`src/rtl/fetch_stage.sv`:
```
// fetch_stage: Y86-64 fetch stage (PC select, split/align, predict, F/D register).
// Optional FETCH_PERF_CNT_EN adds F_icount, a count of instructions loaded into D.
`default_nettype none

module fetch_stage #(
  parameter logic [63:0] RESET_PC = 64'd0
) (
  input  logic        clk,
  input  logic        rst,
  input  logic        F_stall,
  input  logic        D_stall,
  input  logic        D_bubble,
  input  logic [3:0]  M_icode,
  input  logic        M_Cnd,
  input  logic [63:0] M_valA,
  input  logic [3:0]  W_icode,
  input  logic [63:0] W_valM,
  input  logic [7:0]  ib0,
  input  logic [7:0]  ib1,
  input  logic [7:0]  ib2,
  input  logic [7:0]  ib3,
  input  logic [7:0]  ib4,
  input  logic [7:0]  ib5,
  input  logic [7:0]  ib6,
  input  logic [7:0]  ib7,
  input  logic [7:0]  ib8,
  input  logic [7:0]  ib9,
  input  logic        imem_error,
  output logic [63:0] f_pc,
  output logic [2:0]  D_stat,
  output logic [3:0]  D_icode,
  output logic [3:0]  D_ifun,
  output logic [3:0]  D_rA,
  output logic [3:0]  D_rB,
  output logic [63:0] D_valC,
  output logic [63:0] D_valP
`ifdef FETCH_PERF_CNT_EN
  ,
  output logic [63:0] F_icount
`endif
);

  localparam logic [2:0] STAT_AOK = 3'd1;
  localparam logic [2:0] STAT_HLT = 3'd2;
  localparam logic [2:0] STAT_ADR = 3'd3;
  localparam logic [2:0] STAT_INS = 3'd4;
  localparam logic [3:0] I_HALT   = 4'h0;
  localparam logic [3:0] I_NOP    = 4'h1;
  localparam logic [3:0] I_JXX    = 4'h7;
  localparam logic [3:0] I_CALL   = 4'h8;
  localparam logic [3:0] I_RET    = 4'h9;
  localparam logic [3:0] R_NONE   = 4'hF;

  logic [63:0] F_predPC_q;
  logic [2:0]  D_stat_q;
  logic [3:0]  D_icode_q, D_ifun_q, D_rA_q, D_rB_q;
  logic [63:0] D_valC_q, D_valP_q;

  logic [3:0]  icode, ifun, rA, rB;
  logic        instr_valid, need_regids, need_valC;
  logic [63:0] valC, valP, predPC_d;
  logic [2:0]  stat;

  // Mispredicted jXX takes precedence over a returning ret.
  always_comb begin
    f_pc = F_predPC_q;
    if (M_icode == I_JXX && !M_Cnd)
      f_pc = M_valA;
    else if (W_icode == I_RET)
      f_pc = W_valM;
  end

  always_comb begin
    icode       = imem_error ? I_NOP : ib0[7:4];
    ifun        = imem_error ? 4'h0  : ib0[3:0];
    instr_valid = (icode <= 4'hB);
    need_regids = (icode == 4'h2) || (icode == 4'h3) || (icode == 4'h4) ||
                  (icode == 4'h5) || (icode == 4'h6) || (icode == 4'hA) ||
                  (icode == 4'hB);
    need_valC   = (icode == 4'h3) || (icode == 4'h4) || (icode == 4'h5) ||
                  (icode == I_JXX) || (icode == I_CALL);
    rA = R_NONE;
    rB = R_NONE;
    if (need_regids) begin
      rA = ib1[7:4];
      rB = ib1[3:0];
    end
    valC = 64'd0;
    if (need_valC)
      valC = need_regids ? {ib9, ib8, ib7, ib6, ib5, ib4, ib3, ib2}
                         : {ib8, ib7, ib6, ib5, ib4, ib3, ib2, ib1};
    valP = f_pc + 64'd1 + {63'd0, need_regids} + (need_valC ? 64'd8 : 64'd0);
    predPC_d = (icode == I_JXX || icode == I_CALL) ? valC : valP;
    if (imem_error)
      stat = STAT_ADR;
    else if (!instr_valid)
      stat = STAT_INS;
    else if (icode == I_HALT)
      stat = STAT_HLT;
    else
      stat = STAT_AOK;
  end

  always_ff @(posedge clk or posedge rst) begin
    if (rst)
      F_predPC_q <= RESET_PC;
    else if (!F_stall)
      F_predPC_q <= predPC_d;
  end

  // Stall outranks bubble; reset value equals the bubble (a nop).
  always_ff @(posedge clk or posedge rst) begin
    if (rst) begin
      D_stat_q  <= STAT_AOK;
      D_icode_q <= I_NOP;
      D_ifun_q  <= 4'h0;
      D_rA_q    <= R_NONE;
      D_rB_q    <= R_NONE;
      D_valC_q  <= 64'd0;
      D_valP_q  <= 64'd0;
    end else if (!D_stall) begin
      if (D_bubble) begin
        D_stat_q  <= STAT_AOK;
        D_icode_q <= I_NOP;
        D_ifun_q  <= 4'h0;
        D_rA_q    <= R_NONE;
        D_rB_q    <= R_NONE;
        D_valC_q  <= 64'd0;
        D_valP_q  <= 64'd0;
      end else begin
        D_stat_q  <= stat;
        D_icode_q <= icode;
        D_ifun_q  <= ifun;
        D_rA_q    <= rA;
        D_rB_q    <= rB;
        D_valC_q  <= valC;
        D_valP_q  <= valP;
      end
    end
  end

  assign D_stat  = D_stat_q;
  assign D_icode = D_icode_q;
  assign D_ifun  = D_ifun_q;
  assign D_rA    = D_rA_q;
  assign D_rB    = D_rB_q;
  assign D_valC  = D_valC_q;
  assign D_valP  = D_valP_q;

`ifdef FETCH_PERF_CNT_EN
  logic [63:0] icount_q;

  always_ff @(posedge clk or posedge rst) begin
    if (rst)
      icount_q <= 64'd0;
    else if (!D_stall && !D_bubble)
      icount_q <= icount_q + 64'd1;
  end

  assign F_icount = icount_q;
`endif

endmodule

`default_nettype wire

```
`config.mk`:
```
export PLATFORM = sky130hd
export DESIGN_NAME = fetch_stage
export DESIGN_NICKNAME = d
export VERILOG_FILES = /design/src/rtl/fetch_stage.sv
export SDC_FILE = /design/constraint.sdc
export NUM_CORES = 1
export LEC_CHECK = 0
export ABC_AREA = 1
export CORE_MARGIN = 2
export CORE_UTILIZATION = 48
export DETAILED_ROUTE_END_ITERATION = 12
export PLACE_DENSITY = 0.81
export SLEW_MARGIN = 15
export SYNTH_ARGS = -nofsm -noshare
export SYNTH_HDL_FRONTEND = slang
export SYNTH_SLANG_ARGS = --single-unit
```
`constraint.sdc`:
```
create_clock -name clk -period 9.9 [get_ports clk]
set_clock_uncertainty 0.15 [all_clocks]
set_input_delay 1.98 -clock clk [delete_from_list [all_inputs] [get_ports clk]]
set_output_delay 1.98 -clock clk [all_outputs]
set_load 0.005 [all_outputs]
```
**Word-level counts from Yosys, hierarchy flattened**

Index checks and enable logic that the tools add are counted.

- Add/subtract/negate cells: 3
- $lt $le $gt $ge: 1
- Equality and inequality tests: 11
- Muxes and demuxes: 20
- Reductions and logical operators: 14

Operators with widths:

| cell | number |
|---|---|
| two-way mux 64 bit | 7 |
| adder 64 x 1 -> 64 bit | 1 |
| adder 64 x 1 -> 64 bit, second input constant | 1 |
| adder 64 x 4 -> 64 bit | 1 |
| two-way mux 4 bit | 9 |
| equality test 4 x 3 -> 1 bit, second input constant | 5 |
| equality test 4 bit, second input constant | 4 |
| logical OR 1 bit | 11 |
| two-way mux 3 bit | 3 |
| equality test 4 x 2 -> 1 bit, second input constant | 2 |
| less-or-equal comparator 4 bit, second input constant | 1 |
| zero test 4 bit | 1 |
| two-way mux 2 bit | 1 |
| logical AND 1 bit | 1 |
| zero test 1 bit | 1 |

- Register bits after elaboration: 211
- Input port bits: 223
- Logic and storage cells: 57

**Longest topological paths before layout**

Gate-level depths: netlist of the first run.

- Depth after elaboration: 11
- Depth in mapped cells: 24

**Worst setup path after synthesis of the first run**

Ideal clock, no wire load.

- Path type: input to output
- Start: input W_icode[2]
- End: output f_pc[63]
- Arrival: 3116 ps
- Data required time: 7770 ps
- Setup slack: 4654 ps
- Stages: 8
- Path buffers: 3
- Cells stage by stage: nor2_4 nand2_2 buf_6 buf_6 buf_2 or2_2 o211ai_1 o21ai_0

- Word-level cells in the longest chain between the ends: 3

Ends and longest elaborated chain:

| element | RTL line | RTL |
|---|---|---|
| from (decl) | 16 | `input logic [3:0] W_icode,` |
| equality test 4 bit | 69 | `else if (W_icode == I_RET)` |
| two-way mux 64 bit | 69 |  |
| two-way mux 64 bit | 67 | `if (M_icode == I_JXX && !M_Cnd)` |
| to (decl) | 29 | `output logic [63:0] f_pc,` |

No other way between the ends.

**Final worst setup path of the first run**

- Start: input W_icode[2]
- End: output f_pc[2]

Same word-level chain as after synthesis.

==> impl_metrics.csv, run 1 <==
group,metric,value,unit
status,status,"completed",
power_and_ir_drop,peakVddDrop,0.137,mV
cts,htreeDepth,1,
yosys,synth_area,0.0144,mm²
cts,ctsHoldBuffers,0,
min_path,worst_hold_path_type,"register to register",
setup_path,arrival,5.05,ns
final_layout,drive_above_1_share,5.02,%
cts,cts_max_path_buffers,3,
sta,period_minus_slack,7.18,ns
setup_path,ff2ff_setup_slack,6.67,ns
yosys,async_reset_ff_share,100,%
setup_path,crit_type,"input port to output pin",
setup_path,r2r_cells,16,
power_and_ir_drop,p_total,3.00,mW
drt,routedWlPerCell,21.7,µm
cts,cts_resized,0,
cts,root_buffer,"clkbuf_16",
grt,grt_pass1_vias,16300,
cts,clk_pin_slew,0.06,ns
floorplanning,coreArea,0.0296,mm²
drt,first_pass_iters,6,
sta,tns,0,ns
grt,grt_usage,41.4,%
cts,cts_setup_buffers,0,
flow_run,max_cap_viol_count,0,
grt,grt_overflow_total,0,
cts,clock_latency,0.53,ns
final_layout,post-route-cell-area,0.0195,mm²
yosys,ys_top_cells_by_area,"dfrtp_1 (35%), nand2_1 (23%), nand3_1 (8.3%), nor2_1 (6.6%), o21ai_0 (5.7%)",
cts,cts_sinks,211,
yosys,netlist-cell-type-count,33,
placed_design,post-dp-hpwl,51700,µm
sta,final_hold_viol_count,0,
yosys,syn_area_per_cell,6.26,µm²
setup_path,start_kind,"input port",
yosys,yosysTopAreaCell,"dfrtp_1",
yosys,netlist_instances,2295,
final_layout,fin_util,66.1,%
grt,antenna_found_initial,2,
min_path,holdPathEnd,"D_valP[56]$_DFFE_PP0N_",
floorplanning,start_util,48.6,%
setup_path,critPathMaxFanout,47,
floorplanning,row_count,63,
drt,antenna_left,0,
final_layout,syn2layout_area_growth,36.0,%
sta,fin_crit_sh,72.5,%
yosys,synth.net_count,2522,
power_and_ir_drop,p_per_area,154,mW/mm²
drt,drc,0,
sta,setup_viol,0,
floorplanning,dieArea,0.0313,mm²
placed_design,gp_congestion,1.08,
sta,slew_violations,0,
sta,rsz0062_at_grt,"false",
grt,grt_max_degree,98,
sta,worst_pin_slew,1.00,ns
yosys,ys_warn_count,0,
yosys,ys_seq_elements,211,
min_path,hp-start,"D_valP[56]$_DFFE_PP0N_",
floorplanning,die_w,177,µm
setup_path,cp.required,7.77,ns
drt,drt_iter0_markers,2288,
min_path,hold_depth,2,
cts,cts_tree,"yes",
floorplanning,ios,434,
grt,grt_pass1_wl,97800,µm
sta,slew_headroom,33.2,%
floorplanning,dieHeight,177,µm
yosys,synth_edf_count,0,
yosys,synth-main-ff-cell,"dfrtp_1",
placed_design,io_buffers,433,
power_and_ir_drop,p_leak,9.44,nW
setup_path,critPathCaptureType,"output pin",
drt,finalWirelength,66500,µm
yosys,synth_top_area_share,35.0,%
drt,vias,17600,
yosys,ys_seq_area_share,36.9,%
setup_path,r2r-start,"F_predPC_q[0]$_DFFE_PP0N_",
final_layout,nNetsFinal,2879,
drt,via_per_inst,5.74,
cts,cts_made_buffers,24,
sta,clock.fmax,0.139,GHz
placed_design,dpl_cell_area,0.0188,mm²
setup_path,worstReg2RegEnd,"F_predPC_q[17]$_DFFE_PP0N_",
==> kinds of logic after synthesis <==
| group | after synthesis | share of synthesized area (%) |
|---|---|---|
| AND/OR/NAND/NOR | 1450 | 41.4 |
| XOR/XNOR | 21 | 1.28 |
| AO/OA/AOI/OAI | 293 | 11.0 |
| adder cells (fa/ha/maj) | 4 | 0.349 |
| buffers and inverters | 316 | 9.10 |
| flip-flops | 211 | 36.9 |
==> Yosys cell counts, types with 2 or more instances <==
master	n
nand2_1	884
nor2_1	254
nand3_1	238
dfrtp_1	201
inv_1	180
o21ai_0	163
a21oi_1	71
clkbuf_1	71
buf_2	27
o21ai_1	24
nand2_2	20
nor2_2	20
xor2_1	20
o211ai_1	13
or2_2	13
buf_4	11
nand4_1	11
a22o_1	10
dfstp_2	10
inv_2	9
clkinv_1	8
o32a_1	8
buf_6	6
buf_1	4
ha_1	4
nand3b_1	3
nor2_4	3
nor3_1	3
a21o_1	2
==> report_power, final <==
| part | total (mW) | switching [mW] | internal (mW) |
|---|---|---|---|
| Clock | 0.868 | 0.373 | 0.495 |
| Sequential | 1.06 | 0.0885 | 0.974 |
| Combinational | 1.07 | 0.627 | 0.442 |
==> routing by layer <==
layer,GRT usage (%),vias up,routed length [µm]
met5,0,-,15
met4,16.5,2,3090
met3,8.25,168,7660
met2,62.5,1245,28700
met1,58.4,8203,27100
li1,-,7957,-
==> stage by stage <==
stage          cells  worst slack, ns  hold slack [ns]
6_report        3061             2.72            0.331
5_1_grt         3061             2.55            0.353
4_1_cts         3060             2.80            0.335
3_5_place_dp    3016             2.79            0.315
3_3_place_gp    3016             2.88            0.312
2_1_floorplan   2295             2.02            0.299
==> how the worst max path moves through the flow <==
stage | startpoint | endpoint | depth (start not counted)
after floorplan | rst | D_icode[1]$_DFFE_PP0N_ | 1
after global placement | W_icode[2] | f_pc[2] | 10
after detailed placement | W_icode[2] | f_pc[2] | 10
after CTS | W_icode[2] | f_pc[2] | 10
after global routing | W_icode[1] | f_pc[2] | 10
final | W_icode[2] | f_pc[2] | 10
==> layout make-up <==
cell class	instances	area, µm²
inverters	197	747
fillers	2601	10000
clock inverters	6	37.5
diodes	1	2.50
multi-input cells	1768	7790
repair buffers	450	4460
flip-flops and latches	211	5290
well taps	390	488
clock buffers	38	714
==> cells in the final DEF, fill, tap and decap left out, types with 11 or more instances in the layout <==
master / n
buf_4: 19
o211ai_1: 13
nand3_1: 238
xor2_1: 20
nand4_1: 11
nand2_2: 20
clkdlybuf4s50_1: 431
nor2_2: 20
inv_1: 178
o21ai_1: 24
nor2_1: 253
clkbuf_16: 25
a21oi_1: 70
or2_2: 13
dfrtp_1: 201
nand2_1: 883
o21ai_0: 163
==> worst max-delay path: stages <==
cell             delay, ns
clkdlybuf4s50_1       0.51
nor2_4                0.05
buf_4                 0.23
nand2_2               0.76
buf_4                 0.51
nand2_1               0.11
nand3_1               0.15
nand2_1               0.14
inv_1                 0.09
clkdlybuf4s50_1       0.50
==> state kept, by name (all words and copies together) (netlist names) <==
name and count:
D_valC 64, D_valP 64, F_predPC_q 64, D_icode 4, D_ifun 4, D_rA 4
D_rB 4, D_stat 3
No activity file was read; power rests on OpenSTA's default activity.
==> run 2, diff against run 1 <==
==> constraint.sdc (replaced) <==
create_clock -name clk -period 6.8 [get_ports clk]
set_clock_uncertainty 0.15 [all_clocks]
set_input_delay 1.36 -clock clk [delete_from_list [all_inputs] [get_ports clk]]
set_output_delay 1.36 -clock clk [all_outputs]
set_load 0.005 [all_outputs]
==> impl_metrics.csv, run 2 (synthesis gave the netlist of run 1 again) <==
group,metric,value,unit
status,status,"completed",
floorplanning,row_count,63,
sta,rsz0062_at_grt,"false",
final_layout,post-route-cell-area,0.0196,mm²
final_layout,fin_util,66.4,%
drt,finalWirelength,67000,µm
power_and_ir_drop,p_total,4.47,mW
sta,fin_crit_sh,81.0,%
drt,vias,17700,
power_and_ir_drop,internal_power,2.87,mW
final_layout,final_common_cell,"nand2_1",
power_and_ir_drop,p_leak,9.49,nW
cts,htreeDepth,1,
drt,drc,0,
setup_path,start_kind,"input port",
power_and_ir_drop,clkPwrFrac,30.9,%
power_and_ir_drop,p_per_area,228,mW/mm²
setup_path,cp.required,5.29,ns
sta,worst_pin_slew,0.964,ns
power_and_ir_drop,pwr-share-seq,34.6,%
final_layout,drive_above_1_share,5.24,%
setup_path,critPathMaxFanout,58,
cts,root_buffer,"clkbuf_16",
sta,hold_slack,0.327,ns
placed_design,dpl_cell_area,0.0188,mm²
cts,cts_tree,"yes",
floorplanning,ios,434,
cts,cts_resized,0,
setup_path,critPathCaptureType,"output pin",
setup_path,crit_type,"input port to output pin",
grt,antenna_found_initial,1,
power_and_ir_drop,p_comb_share,34.5,%
floorplanning,dieHeight,177,µm
drt,via_per_inst,5.77,
final_layout,nNetsFinal,2881,
placed_design,post-dp-hpwl,51300,µm
drt,antenna_left,0,
setup_path,arrival,4.00,ns
grt,grt_max_degree,150,
setup_path,crit_chain,"clkdlybuf4s50_1 -> nor2_1 -> nand2_4 -> buf_4 -> buf_4 -> nand3_1 -> nand2_1 -> clkdlybuf4s50_1",
setup_path,r2r_cells,17,
drt,routedWlPerCell,21.9,µm
cts,cts_max_path_buffers,3,
floorplanning,coreArea,0.0296,mm²
sta,tns,0,ns
setup_path,cp_slowest_cell,"buf_4",
final_layout,syn2layout_area_growth,36.8,%
drt,first_pass_iters,7,
final_layout,layout_common_cells,"nand2_1 (883), clkdlybuf4s50_1 (431), nor2_1 (253)",
floorplanning,dieArea,0.0313,mm²
setup_path,max_stage_delay,0.55,ns
flow_run,max_cap_viol_count,0,
drt,drt_iter0_markers,2235,
sta,final_hold_viol_count,0,
sta,slew_headroom,35.7,%
power_and_ir_drop,switching_share,35.9,%
sta,slew_violations,0,
min_path,worst_hold_path_type,"register to register",
floorplanning,start_util,48.6,%
sta,setup_viol,0,
placed_design,gp_congestion,1.09,
grt,grt_pass1_wl,98500,µm
power_and_ir_drop,p_sw,1.61,mW
cts,ctsHoldBuffers,0,
grt,grt_usage,41.8,%
cts,cts_sinks,211,
grt,grt_pass1_vias,16500,
sta,clock.fmax,0.181,GHz
cts,cts_setup_buffers,0,
floorplanning,die_w,177,µm
cts,cts_made_buffers,24,
cts,clock_latency,0.54,ns
placed_design,io_buffers,433,
grt,grt_overflow_total,0,
min_path,hold_depth,2,
power_and_ir_drop,peakVddDrop,0.167,mV
cts,clk_pin_slew,0.06,ns
sta,period_minus_slack,5.51,ns
run 2: per-layer routing:
metal	global-route usage, %	up-vias	share of wire [%]
li1	-	7981	-
met1	56.3	8182	39
met2	63.6	1295	43
met3	10.5	195	13
met4	18.1	0	5.1
met5	0	-	0
run 2: area by class of cell:
class	count	area, µm²
Timing Repair Buffer	452	4510
Inverter	197	743
Sequential cell	211	5290
Clock buffer	31	657
Tap cell	390	488
Antenna cell	1	2.50
Fill cell	2613	9920
Clock inverter	12	165
Multi-Input combinational cell	1768	7790
run 2: critical path: cells and delay by family:
kind | cells | cell delay (ns)
and+or+nand+nor | 4 | 0.62
buffers and inverters | 4 | 1.92
run 2: metrics by stage:
| step | setup WS [ns] | std cells |
|---|---|---|
| global placement | 1.36 | 3018 |
| global route | 1.18 | 3062 |
| floorplan | 2.56 | 2295 |
| finish | 1.29 | 3062 |
| detailed placement | 1.37 | 3018 |
| CTS | 1.35 | 3061 |
run 2: power groups by stage:
stage / Combinational, mW / Sequential, mW / Clock (mW)
after floorplan: 0.720 / 1.52 / 0
after global placement: 1.48 / 1.56 / 0
after detailed placement: 1.49 / 1.56 / 0
after CTS: 1.51 / 1.54 / 1.38
after global routing: 1.66 / 1.56 / 1.43
final: 1.54 / 1.55 / 1.38
run 2: final timing paths:
path	slack, ns	endpoint	startpoint
setup / recovery	1.29	f_pc[20]	M_Cnd
max in group asynchronous	4.56	D_valP[49]$_DFFE_PP0N_	rst
setup reg to reg	3.58	F_predPC_q[22]$_DFFE_PP0N_	F_predPC_q[0]$_DFFE_PP0N_
hold / removal	0.33	D_valP[25]$_DFFE_PP0N_	D_valP[25]$_DFFE_PP0N_
min in group asynchronous	1.25	D_valC[4]$_DFFE_PP0N_	rst
hold reg to reg	0.33	D_valP[25]$_DFFE_PP0N_	D_valP[25]$_DFFE_PP0N_
==> run 3, diff against run 2 <==
==> constraint.sdc (replaced) <==
create_clock -name clk -period 5.2 [get_ports clk]
set_clock_uncertainty 0.15 [all_clocks]
set_input_delay 1.04 -clock clk [delete_from_list [all_inputs] [get_ports clk]]
set_output_delay 1.04 -clock clk [all_outputs]
set_load 0.005 [all_outputs]
==> impl_metrics.csv, run 3 (synthesis gave the netlist of run 1 again) <==
group,metric,value,unit
status,status,"completed",
setup_path,r2r-start,"F_predPC_q[0]$_DFFE_PP0N_",
power_and_ir_drop,p_leak,9.58,nW
grt,antenna_found_initial,0,
power_and_ir_drop,pwr-share-seq,34.1,%
floorplanning,die_w,177,µm
sta,setup_viol,0,
sta,rsz0062_at_grt,"false",
power_and_ir_drop,p_per_area,299,mW/mm²
drt,finalWirelength,68100,µm
cts,cts_max_path_buffers,3,
min_path,hp-start,"D_valP[49]$_DFFE_PP0N_",
drt,drc,0,
floorplanning,start_util,48.6,%
cts,cts_resized,0,
grt,grt_pass1_vias,16700,
final_layout,drive_above_1_share,5.77,%
setup_path,r2r_cells,18,
setup_path,ff2ff_setup_slack,2.33,ns
placed_design,post-dp-hpwl,52100,µm
final_layout,num_antenna_cells,0,
final_layout,final_common_cell,"nand2_1",
drt,routedWlPerCell,22.1,µm
final_layout,layout_common_cells,"nand2_1 (883), clkdlybuf4s50_1 (431), nor2_1 (253)",
min_path,hold_depth,2,
sta,final_hold_viol_count,0,
sta,slew_headroom,30.4,%
drt,drt_iter0_markers,2420,
placed_design,io_buffers,433,
sta,hold_slack,0.327,ns
sta,period_minus_slack,4.69,ns
power_and_ir_drop,p_sw,2.13,mW
setup_path,start_kind,"input port",
cts,cts_setup_buffers,0,
grt,grt_usage,42.8,%
drt,via_per_inst,5.76,
cts,cts_sinks,211,
sta,tns,0,ns
cts,cts_made_buffers,24,
setup_path,critPathCaptureType,"output pin",
final_layout,nNetsFinal,2895,
sta,fin_crit_sh,90.3,%
cts,ctsHoldBuffers,0,
sta,slew_violations,0,
drt,antenna_left,0,
cts,htreeDepth,1,
min_path,holdPathEnd,"D_valP[49]$_DFFE_PP0N_",
setup_path,critPathMaxFanout,22,
floorplanning,dieHeight,177,µm
setup_path,crit_type,"input port to output pin",
floorplanning,coreArea,0.0296,mm²
setup_path,worstReg2RegEnd,"F_predPC_q[60]$_DFFE_PP0N_",
floorplanning,dieArea,0.0313,mm²
final_layout,syn2layout_area_growth,37.7,%
sta,worst_pin_slew,1.04,ns
floorplanning,ios,434,
floorplanning,row_count,63,
power_and_ir_drop,internal_power,3.78,mW
grt,grt_overflow_total,0,
sta,clock.fmax,0.213,GHz
cts,cts_tree,"yes",
flow_run,max_cap_viol_count,0,
drt,first_pass_iters,7,
drt,vias,17700,
power_and_ir_drop,switching_share,36.0,%
cts,root_buffer,"clkbuf_16",
grt,grt_max_degree,152,
placed_design,gp_congestion,1.05,
cts,clock_latency,0.54,ns
power_and_ir_drop,clkPwrFrac,31.1,%
cts,clk_pin_slew,0.06,ns
power_and_ir_drop,p_comb_share,34.8,%
setup_path,arrival,3.50,ns
grt,grt_pass1_wl,101000,µm
setup_path,cp.required,4.01,ns
power_and_ir_drop,peakVddDrop,0.257,mV
min_path,worst_hold_path_type,"register to register",
[run 3: cell types whose count changed in the layout (fill, tap and decap cells not counted), sizes merged]
cell / change
clkinvlp: +1
buf: +14
diode: -1
clkbuf: +1
clkinv: -1
[run 3: final cells by class]
type	count	area, µm²
Fill cell	2627	9790
Multi-Input combinational cell	1768	7790
Sequential cell	211	5290
Timing Repair Buffer	466	4640
Inverter	197	743
Clock buffer	32	682
Tap cell	390	488
Clock inverter	12	145
[run 3: worst max-delay path by stage]
stage          startpoint                endpoint  slack, ns
2_1_floorplan         rst  D_icode[1]$_DFFE_PP0N_       1.28
3_3_place_gp   W_icode[2]                f_pc[34]       0.61
3_5_place_dp   W_icode[2]                f_pc[34]       0.60
4_1_cts        W_icode[2]                f_pc[34]       0.58
5_1_grt        W_icode[2]                f_pc[34]       0.46
6_report       W_icode[2]                f_pc[34]       0.51
[run 3: per-stage QoR]
| stage | cells | total power [mW] | setup slack [ns] | instance area (µm²) | util, % |
|---|---|---|---|---|---|
| floorplan | 2295 | 2.93 | 1.28 | 14400 | - |
| global placement | 3032 | 4.00 | 0.605 | 18900 | 64.1 |
| detailed placement | 3032 | 4.02 | 0.598 | 18900 | 64.1 |
| CTS | 3076 | 5.84 | 0.581 | 19800 | 66.9 |
| global route | 3076 | 6.14 | 0.463 | 19800 | 66.9 |
| finish | 3076 | 5.91 | 0.505 | 19800 | 66.9 |
[run 3: metal layers]
metal / share of wire [%] / vias to the layer above / GRT usage (%) / wire length (µm)
met5: 0 / - / 0 / 0
met4: 4.6 / 0 / 17.5 / 3110
met3: 12 / 169 / 9.04 / 8330
met2: 43 / 1291 / 64.4 / 29300
met1: 40 / 8252 / 59.8 / 27300
li1: - / 8005 / - / -
[run 3: worst max-delay path, cell delays in order]
cell and delay [ns]:
clkdlybuf4s50_1 0.50, nor2_4 0.06, nand2_2 0.19, buf_4 0.35
nand2_1 0.22, nand3_1 0.11, nand2_1 0.20, inv_1 0.25
clkdlybuf4s50_1 0.55
[run 3: power groups by stage]
stage | Combinational [mW] | Sequential [mW] | Clock (mW)
global placement | 1.98 | 2.03 | 0
CTS | 2.01 | 2.00 | 1.82
finish | 2.06 | 2.01 | 1.84
detailed placement | 1.99 | 2.03 | 0
floorplan | 0.942 | 1.98 | 0
global route | 2.21 | 2.03 | 1.90
